[src/rtl/inputdata_sender.sv]
// Keypad word assembler and producer side of the loaddata / inputdata_ready handshake.
// Define INPUTDATA_BCKSP_EN to treat code 0xC as BACKSPACE; otherwise 0xC is a reserved key.
module inputdata_sender #(
    parameter int DIGITS = 4
) (
    input  logic                  clk,
    input  logic                  reset,
    input  logic                  key_valid,
    input  logic [3:0]            key_code,
    input  logic                  loaddata,
    output logic                  inputdata_ready,
    output logic [4*DIGITS-1:0]   data_out,
    output logic [3:0]            digit_count,
    output logic                  key_err
);

    // state      | meaning
    // COLLECT    | assembling digits, ready low
    // SEND       | word presented and frozen, ready high until loaddata seen low
    // RELEASE    | consumer has the word, wait for loaddata high before clearing
    localparam logic [1:0] ST_COLLECT = 2'd0;
    localparam logic [1:0] ST_SEND    = 2'd1;
    localparam logic [1:0] ST_RELEASE = 2'd2;

    localparam logic [3:0] MAX_COUNT = 4'(DIGITS);
    localparam logic [3:0] KEY_CLEAR = 4'hA;
    localparam logic [3:0] KEY_ENTER = 4'hB;
`ifdef INPUTDATA_BCKSP_EN
    localparam logic [3:0] KEY_BCKSP = 4'hC;
`endif

    logic [1:0]            state;
    logic [4*DIGITS+3:0]   shifted;
    logic                  is_digit;

    // Concatenate then truncate so the shift stays legal for DIGITS == 1.
    assign shifted  = {data_out, key_code};
    assign is_digit = (key_code <= 4'd9);

    always_ff @(posedge clk or negedge reset) begin
        if (!reset) begin
            state           <= ST_COLLECT;
            inputdata_ready <= 1'b0;
            data_out        <= '0;
            digit_count     <= 4'd0;
            key_err         <= 1'b0;
        end else begin
            key_err <= 1'b0;
            case (state)
                ST_COLLECT: begin
                    if (key_valid) begin
                        if (is_digit) begin
                            if (digit_count < MAX_COUNT) begin
                                data_out    <= shifted[4*DIGITS-1:0];
                                digit_count <= digit_count + 4'd1;
                            end else begin
                                key_err <= 1'b1;
                            end
                        end else if (key_code == KEY_CLEAR) begin
                            data_out    <= '0;
                            digit_count <= 4'd0;
                        end else if (key_code == KEY_ENTER) begin
                            // loaddata is deliberately ignored here: ENTER always wins.
                            if (digit_count != 4'd0) begin
                                state           <= ST_SEND;
                                inputdata_ready <= 1'b1;
                            end else begin
                                key_err <= 1'b1;
                            end
`ifdef INPUTDATA_BCKSP_EN
                        end else if (key_code == KEY_BCKSP) begin
                            if (digit_count != 4'd0) begin
                                data_out    <= data_out >> 4;
                                digit_count <= digit_count - 4'd1;
                            end else begin
                                key_err <= 1'b1;
                            end
`endif
                        end else begin
                            key_err <= 1'b1;
                        end
                    end
                end
                ST_SEND: begin
                    key_err <= key_valid;
                    if (!loaddata) begin
                        inputdata_ready <= 1'b0;
                        state           <= ST_RELEASE;
                    end
                end
                ST_RELEASE: begin
                    key_err <= key_valid;
                    if (loaddata) begin
                        state       <= ST_COLLECT;
                        data_out    <= '0;
                        digit_count <= 4'd0;
                    end
                end
                default: begin
                    state           <= ST_COLLECT;
                    inputdata_ready <= 1'b0;
                end
            endcase
        end
    end

endmodule

[config.mk]
export PLATFORM = sky130hd
export DESIGN_NAME = inputdata_sender
export DESIGN_NICKNAME = d
export VERILOG_FILES = /design/src/rtl/inputdata_sender.sv
export SDC_FILE = /design/constraint.sdc
export NUM_CORES = 1
export LEC_CHECK = 0
export CELL_PAD_IN_SITES_DETAIL_PLACEMENT = 1
export CELL_PAD_IN_SITES_GLOBAL_PLACEMENT = 2
export CORE_MARGIN = 2
export CORE_UTILIZATION = 30
export CTS_CLUSTER_SIZE = 24
export DETAILED_ROUTE_END_ITERATION = 12
export HOLD_SLACK_MARGIN = 0.1
export PLACE_DENSITY = 0.89
export SYNTH_ARGS = -nofsm -noshare
export SYNTH_HDL_FRONTEND = slang
export SYNTH_SLANG_ARGS = --single-unit
[constraint.sdc]
create_clock -name clk -period 2 [get_ports clk]
set_input_delay 0.2 -clock clk [delete_from_list [all_inputs] [get_ports clk]]
set_output_delay 0.2 -clock clk [all_outputs]
set_load 0.02 [all_outputs]
==> impl_metrics.env, run 1 <==
export IMPL_status="finished clean"
export IMPL_reg2regPathDepth=7
export IMPL_critPathRequiredTime_ns=2.15
export IMPL_synth_area_top_cells="dfrtp_1 47%, o31ai_1 9.3%, ha_1 6.8%, nand2_1 5.3%, o21ai_0 4.7%"
export IMPL_combinationalPowerShare_pct=54.4
export IMPL_cap_violations=0
export IMPL_num_rows=23
export IMPL_ys_ff_latch=24
export IMPL_ys_warnings_count=0
export IMPL_grt_max_degree=29
export IMPL_netlist_instances=126
export IMPL_track_usage_pct=13.47
export IMPL_clockBufferDepth=2
export IMPL_die_height_um=69.45
export IMPL_slew_viol_final=0
export IMPL_grt_pass1_wl_mm=5.368
export IMPL_finalSetupViolCount=0
export IMPL_area_delta_synth_final_pct=36.61
export IMPL_arrival_ns=2.00
export IMPL_fin_crit_ns=1.845
export IMPL_dieArea_sq_um=4823
export IMPL_place_hpwl_mm=2.338
export IMPL_diodes=0
export IMPL_place_gp_congestion=0.8351
export IMPL_holdCritPathClass="in2async"
export IMPL_crit_type="reg2reg"
export IMPL_crit_chain="inv_1, ha_2, o31ai_1, nor3_2, buf_4, nor2_4, mux2_1"
export IMPL_ys_types=33
export IMPL_synth_area_leader_cell="dfrtp_1"
export IMPL_rsz0062_at_grt="no"
export IMPL_fin_area_sq_um=1755
export IMPL_cts_sinks=24
export IMPL_r2r_start="state[0]"
export IMPL_drtAntennaViolNets=0
export IMPL_drt_initial_drc_count=65
export IMPL_vias=1087
export IMPL_portBuffers=29
export IMPL_switchingPower_mw=1.123
export IMPL_die_x_um=69.45
export IMPL_cts_root_buf="clkbuf_8"
export IMPL_fmax_mhz=542.0
export IMPL_max_stage_delay_ns=0.43
export IMPL_cp_buffers_inverters=2
export IMPL_finalHoldViolCount=0
export IMPL_finClkSkew_ns=0.008086
export IMPL_synth_flop_cell="dfrtp_1"
export IMPL_grt_pass1_vias=1158
export IMPL_firstDrtPassIters=4
export IMPL_io_pins=30
export IMPL_path_clk_slew_ns=0.09
export IMPL_core_sq_um=4058
export IMPL_cp_end_kind="register"
export IMPL_cts_made_buffers=3
export IMPL_avgViaCountPerCell=5.127
export IMPL_timing_setup_tns_ns=0
export IMPL_synth_nets=141
export IMPL_netlist_area_sq_um=1285
export IMPL_ff2ff_setup_slack_ns=0.15
export IMPL_overflow=0
export IMPL_cp_max_fo=5
export IMPL_async_reset_ff_share_pct=100.0
export IMPL_initial_core_util_pct=31.67
export IMPL_p_total_mw=2.728
export IMPL_p_sw_share_pct=41.15
export IMPL_p_int_mw=1.605
export IMPL_path_depth=7
export IMPL_post_route_util_pct=43.26
export IMPL_cts_tree="built"
export IMPL_htreeDepth=1
export IMPL_synth_edff_count=0
export IMPL_netlist_area_leader_share_pct=46.74
export IMPL_clock_latency_ns=0.27
export IMPL_worst_path_max_delay_cell="dfrtp_1"
export IMPL_fin_nets=178
export IMPL_drive_above_1_share_pct=14.20
export IMPL_postCtsHoldBufs=0
export IMPL_power_density_nw_per_um2=1554
export IMPL_rr_endpoint="data_out[1]"
export IMPL_wire_per_inst_um=14.74
export IMPL_drc=0
export IMPL_relSlewSlack_pct=74.84
export IMPL_cp_top_family="flip-flops"
export IMPL_tightest_slew_ns=0.3742
export IMPL_antenna_found_initial=0
export IMPL_ys_seq_area_share_pct=46.74
export IMPL_fin_crit_sh_pct=92.25
export IMPL_fillers=456
export IMPL_worstSetupStartpointType="register"
export IMPL_placed_area_sq_um=1655
export IMPL_power_frac_clock_pct=15.8
export IMPL_p_leak_nw=0.7461
export IMPL_ir_drop_uv=442.8
export IMPL_pwr_share_seq_pct=29.8
export IMPL_synthTopCellsByCount="24 x dfrtp_1, 18 x nand2_1, 16 x o31ai_1"
export IMPL_syn_area_per_cell_sq_um=10.20
export IMPL_routed_wl_mm=3.125
export IMPL_synth_most_common_cell="dfrtp_1"
==> repair_timing <==
action,CTS,global route
buffers inserted,0,3
resized for setup,0,2
endpoints found under the setup margin,0,14
==> state kept, by name (all words and copies together) (netlist names) <==
register / flops
state: 2
inputdata_ready: 1
data_out: 16
key_err: 1
digit_count: 4
==> worst max path at each step <==
stage | endpoint | slack, ns | startpoint
floorplan | digit_count[2] | 0.29 | state[0]
global placement | state[1] | 0.1 | key_code[2]
detailed placement | state[1] | 0.02 | key_code[2]
CTS | data_out[8] | 0.05 | state[0]
global route | data_out[1] | 0.05 | state[0]
finish | data_out[1] | 0.15 | state[0]
==> cell usage in the layout (no fill, tap or decap), drive strengths merged, types with 2 or more instances in the layout <==
| master | count |
|---|---|
| a21oi | 4 |
| a31oi | 2 |
| buf | 11 |
| clkbuf | 3 |
| clkdlybuf4s50 | 29 |
| dfrtp | 24 |
| ha | 7 |
| inv | 7 |
| mux2 | 3 |
| mux2i | 2 |
| nand2 | 18 |
| nand2b | 2 |
| nor2 | 3 |
| nor3 | 3 |
| nor3b | 2 |
| o21a | 2 |
| o21ai | 14 |
| o31ai | 17 |
==> power by group through the flow <==
stage               clock (mW)  combinational [mW]  sequential (mW)
floorplan                    0               0.660             1.01
global placement             0                1.38            0.815
detailed placement           0                1.43            0.829
CTS                      0.441                1.44            0.820
global route             0.463                1.64            0.847
finish                   0.431                1.48            0.813
==> worst register-to-register path: cells and delay by family, from the launching register on <==
kind            cells  cell delay [ns]
flops               1             0.43
fa+ha+maj           1             0.24
buf+inv             2             0.29
compound gates      1             0.12
simple gates        2             0.34
mux                 1             0.31
==> final cells by class <==
type / instances / area, sq um / area share [%]
Inverter: 7 / 26.28 / 1.497
Multi-Input combinational cell: 87 / 618.1 / 35.21
Timing Repair Buffer: 40 / 376.6 / 21.45
Tap cell: 50 / 62.56 / 3.564
Sequential cell: 24 / 600.6 / 34.21
Clock buffer: 3 / 41.29 / 2.352
Clock inverter: 1 / 30.03 / 1.711
==> through the flow <==
stage,setup slack [ns],cells,hold WS (ns)
after global placement,0.09994,205,0.4899
after floorplan,0.2944,126,-0.09559
final,0.1549,212,0.2876
after CTS,0.04657,209,0.3022
after global routing,0.04680,212,0.3200
after detailed placement,0.01807,205,0.5094
==> cell families after synthesis <==
logic type	count (synthesis)	synth area share, %
mux	5	4.187
flops	24	46.74
buf+inv	15	5.355
fa+ha+maj	7	6.816
compound gates	42	21.62
simple gates	33	15.29
==> per-layer routing <==
layer  GRT usage, %  up-vias  share of wire (%)
li1               -      527                  -
met4          2.614        0               0.54
met2          25.11       24                 53
met1          15.97      534                 42
met3          2.616        2                4.5
met5              0        -                  0
Note: power is estimated with default switching activity, not from simulation.
==> run 2: changes to the inputs <==
--- a/config.mk
+++ b/config.mk
@@ -9,6 +9,7 @@
 export CELL_PAD_IN_SITES_GLOBAL_PLACEMENT = 2
 export CORE_MARGIN = 2
 export CORE_UTILIZATION = 30
+export CTS_BUF_LIST = sky130_fd_sc_hd__clkbuf_16
 export CTS_CLUSTER_SIZE = 24
 export DETAILED_ROUTE_END_ITERATION = 12
 export HOLD_SLACK_MARGIN = 0.1
==> run 2 against run 1 <==
  * First-iteration DRC count grew 9.2%
  * Critical endpoint unchanged
  * Die area is the same
  * Via count grew 0.37%
==> impl_metrics.env, run 2 (synthesis results as in run 1) <==
export IMPL_finalSetupViolCount=0
export IMPL_initial_core_util_pct=31.67
export IMPL_cts_made_buffers=3
export IMPL_fmax_mhz=522.0
export IMPL_tightest_slew_ns=0.3770
export IMPL_post_route_util_pct=44.03
export IMPL_ff2ff_setup_slack_ns=0.08
export IMPL_die_x_um=69.45
export IMPL_worst_path_max_delay_cell="dfrtp_1"
export IMPL_reg2regPathDepth=7
export IMPL_place_gp_congestion=0.8351
export IMPL_placed_cells=205
export IMPL_status="finished clean"
export IMPL_fin_crit_ns=1.916
export IMPL_multiInputGateArea_sq_um=615.6
export IMPL_drtAntennaViolNets=0
export IMPL_die_height_um=69.45
export IMPL_fin_nets=178
export IMPL_cts_root_buf="clkbuf_16"
export IMPL_fin_area_sq_um=1787
export IMPL_relSlewSlack_pct=74.65
export IMPL_cts_sinks=24
export IMPL_core_sq_um=4058
export IMPL_holdCritPathClass="in2async"
export IMPL_r2r_start="state[0]"
export IMPL_finClkSkew_ns=0.002856
export IMPL_grt_pass1_wl_mm=5.451
export IMPL_fin_hold_ws_ns=0.2985
export IMPL_grt_max_degree=29
export IMPL_cp_end_kind="register"
export IMPL_worstSetupStartpointType="register"
export IMPL_avgViaCountPerCell=5.146
export IMPL_cts_tree="built"
export IMPL_place_hpwl_mm=2.338
export IMPL_dieArea_sq_um=4823
export IMPL_area_delta_synth_final_pct=39.05
export IMPL_drive_above_1_share_pct=13.58
export IMPL_arrival_ns=2.06
export IMPL_largest_register_ffs=16
export IMPL_power_density_nw_per_um2=1610
export IMPL_routed_wl_mm=3.151
export IMPL_max_stage_delay_ns=0.42
export IMPL_cap_violations=0
export IMPL_fillers=454
export IMPL_finalHoldViolCount=0
export IMPL_drc=0
export IMPL_track_usage_pct=14.12
export IMPL_clock_latency_ns=0.26
export IMPL_layout_commonest_cell="clkdlybuf4s50_1"
export IMPL_fin_crit_sh_pct=95.78
export IMPL_placed_area_sq_um=1655
export IMPL_path_clk_slew_ns=0.06
export IMPL_io_pins=30
export IMPL_critPathLaunch="state[0]"
export IMPL_htreeDepth=1
export IMPL_reg_top3="data_out x16, digit_count x4, state x2"
export IMPL_firstDrtPassIters=4
export IMPL_num_rows=23
export IMPL_rr_endpoint="data_out[1]"
export IMPL_portBuffers=29
export IMPL_diodes=0
export IMPL_p_leak_nw=0.7625
export IMPL_drt_initial_drc_count=71
export IMPL_slew_viol_final=0
export IMPL_ir_drop_uv=513.4
export IMPL_vias=1091
export IMPL_critPathRequiredTime_ns=2.14
export IMPL_seq_area_sq_um=600.6
export IMPL_clockBufferDepth=2
export IMPL_cp_max_fo=5
export IMPL_largest_register="data_out"
export IMPL_critPathCapture="data_out[1]"
export IMPL_wire_per_inst_um=14.86
export IMPL_antenna_found_initial=0
export IMPL_crit_chain="inv_1, ha_1, o31ai_1, nor3_2, buf_4, nor2_4, mux2_1"
export IMPL_crit_type="reg2reg"
export IMPL_overflow=0
export IMPL_fin_cells=212
export IMPL_mostFrequentLayoutCells="29 x clkdlybuf4s50_1, 24 x dfrtp_1, 18 x nand2_1"
export IMPL_grt_pass1_vias=1159
## run 2: worst min path at each step
stage            startpoint               to  slack [ns]  depth (start not counted)
6_report              reset     data_out[12]        0.30                          2
5_1_grt               reset      data_out[7]        0.35                          2
4_1_cts               reset  inputdata_ready        0.31                          2
3_5_place_dp   data_out[12]     data_out[12]        0.51                          2
3_3_place_gp   data_out[13]     data_out[13]        0.49                          2
2_1_floorplan         reset      data_out[0]        -0.1                          0
## run 2: where the power goes
group	total (mW)	switching, mW	internal (mW)
sequential	0.817	0.142	0.674
clock	0.581	0.183	0.398
combinational	1.48	0.817	0.662
total	2.88	1.14	1.73
## run 2: critical path: cells and delay by family, from the launching register on
family | cells | cell delay, ns
fa+ha+maj | 1 | 0.28
mux | 1 | 0.31
compound gates | 1 | 0.15
flops | 1 | 0.42
buf+inv | 2 | 0.30
simple gates | 2 | 0.34
## run 2: what timing repair did
| item | CTS | global route |
|---|---|---|
| resized for setup | 0 | 1 |
| endpoints found under the setup margin | 0 | 14 |
| setup buffers | 0 | 3 |
| hold buffers | 0 | 0 |
## run 2: metal layers
layer / share of wire, % / track usage (%) / vias to the layer above
met5: 0 / 0 / -
met4: 1.7 / 5.882 / 0
met3: 4.6 / 2.616 / 5
met2: 53 / 25.00 / 25
met1: 41 / 16.64 / 537
li1: - / - / 524
## run 2: area by class of cell
cell class                 instances  share of cell area [%]
tap                               50                   3.501
clock buffer                       3                   4.202
clock inverter                     1                   1.681
sequential                        24                   33.61
timing repair buffer              40                   21.08
inverter                           7                   1.471
multi-input combinational         87                   34.45
## run 2: through the flow
| stage | setup slack (ns) | power, mW | TNS [ns] |
|---|---|---|---|
| after floorplan | 0.2944 | 1.673 | 0 |
| after global placement | 0.09994 | 2.199 | 0 |
| after detailed placement | 0.01807 | 2.264 | 0 |
| after CTS | 0.05234 | 2.864 | 0 |
| after global routing | -0.01940 | 3.092 | -0.03129 |
| final | 0.08439 | 2.877 | 0 |
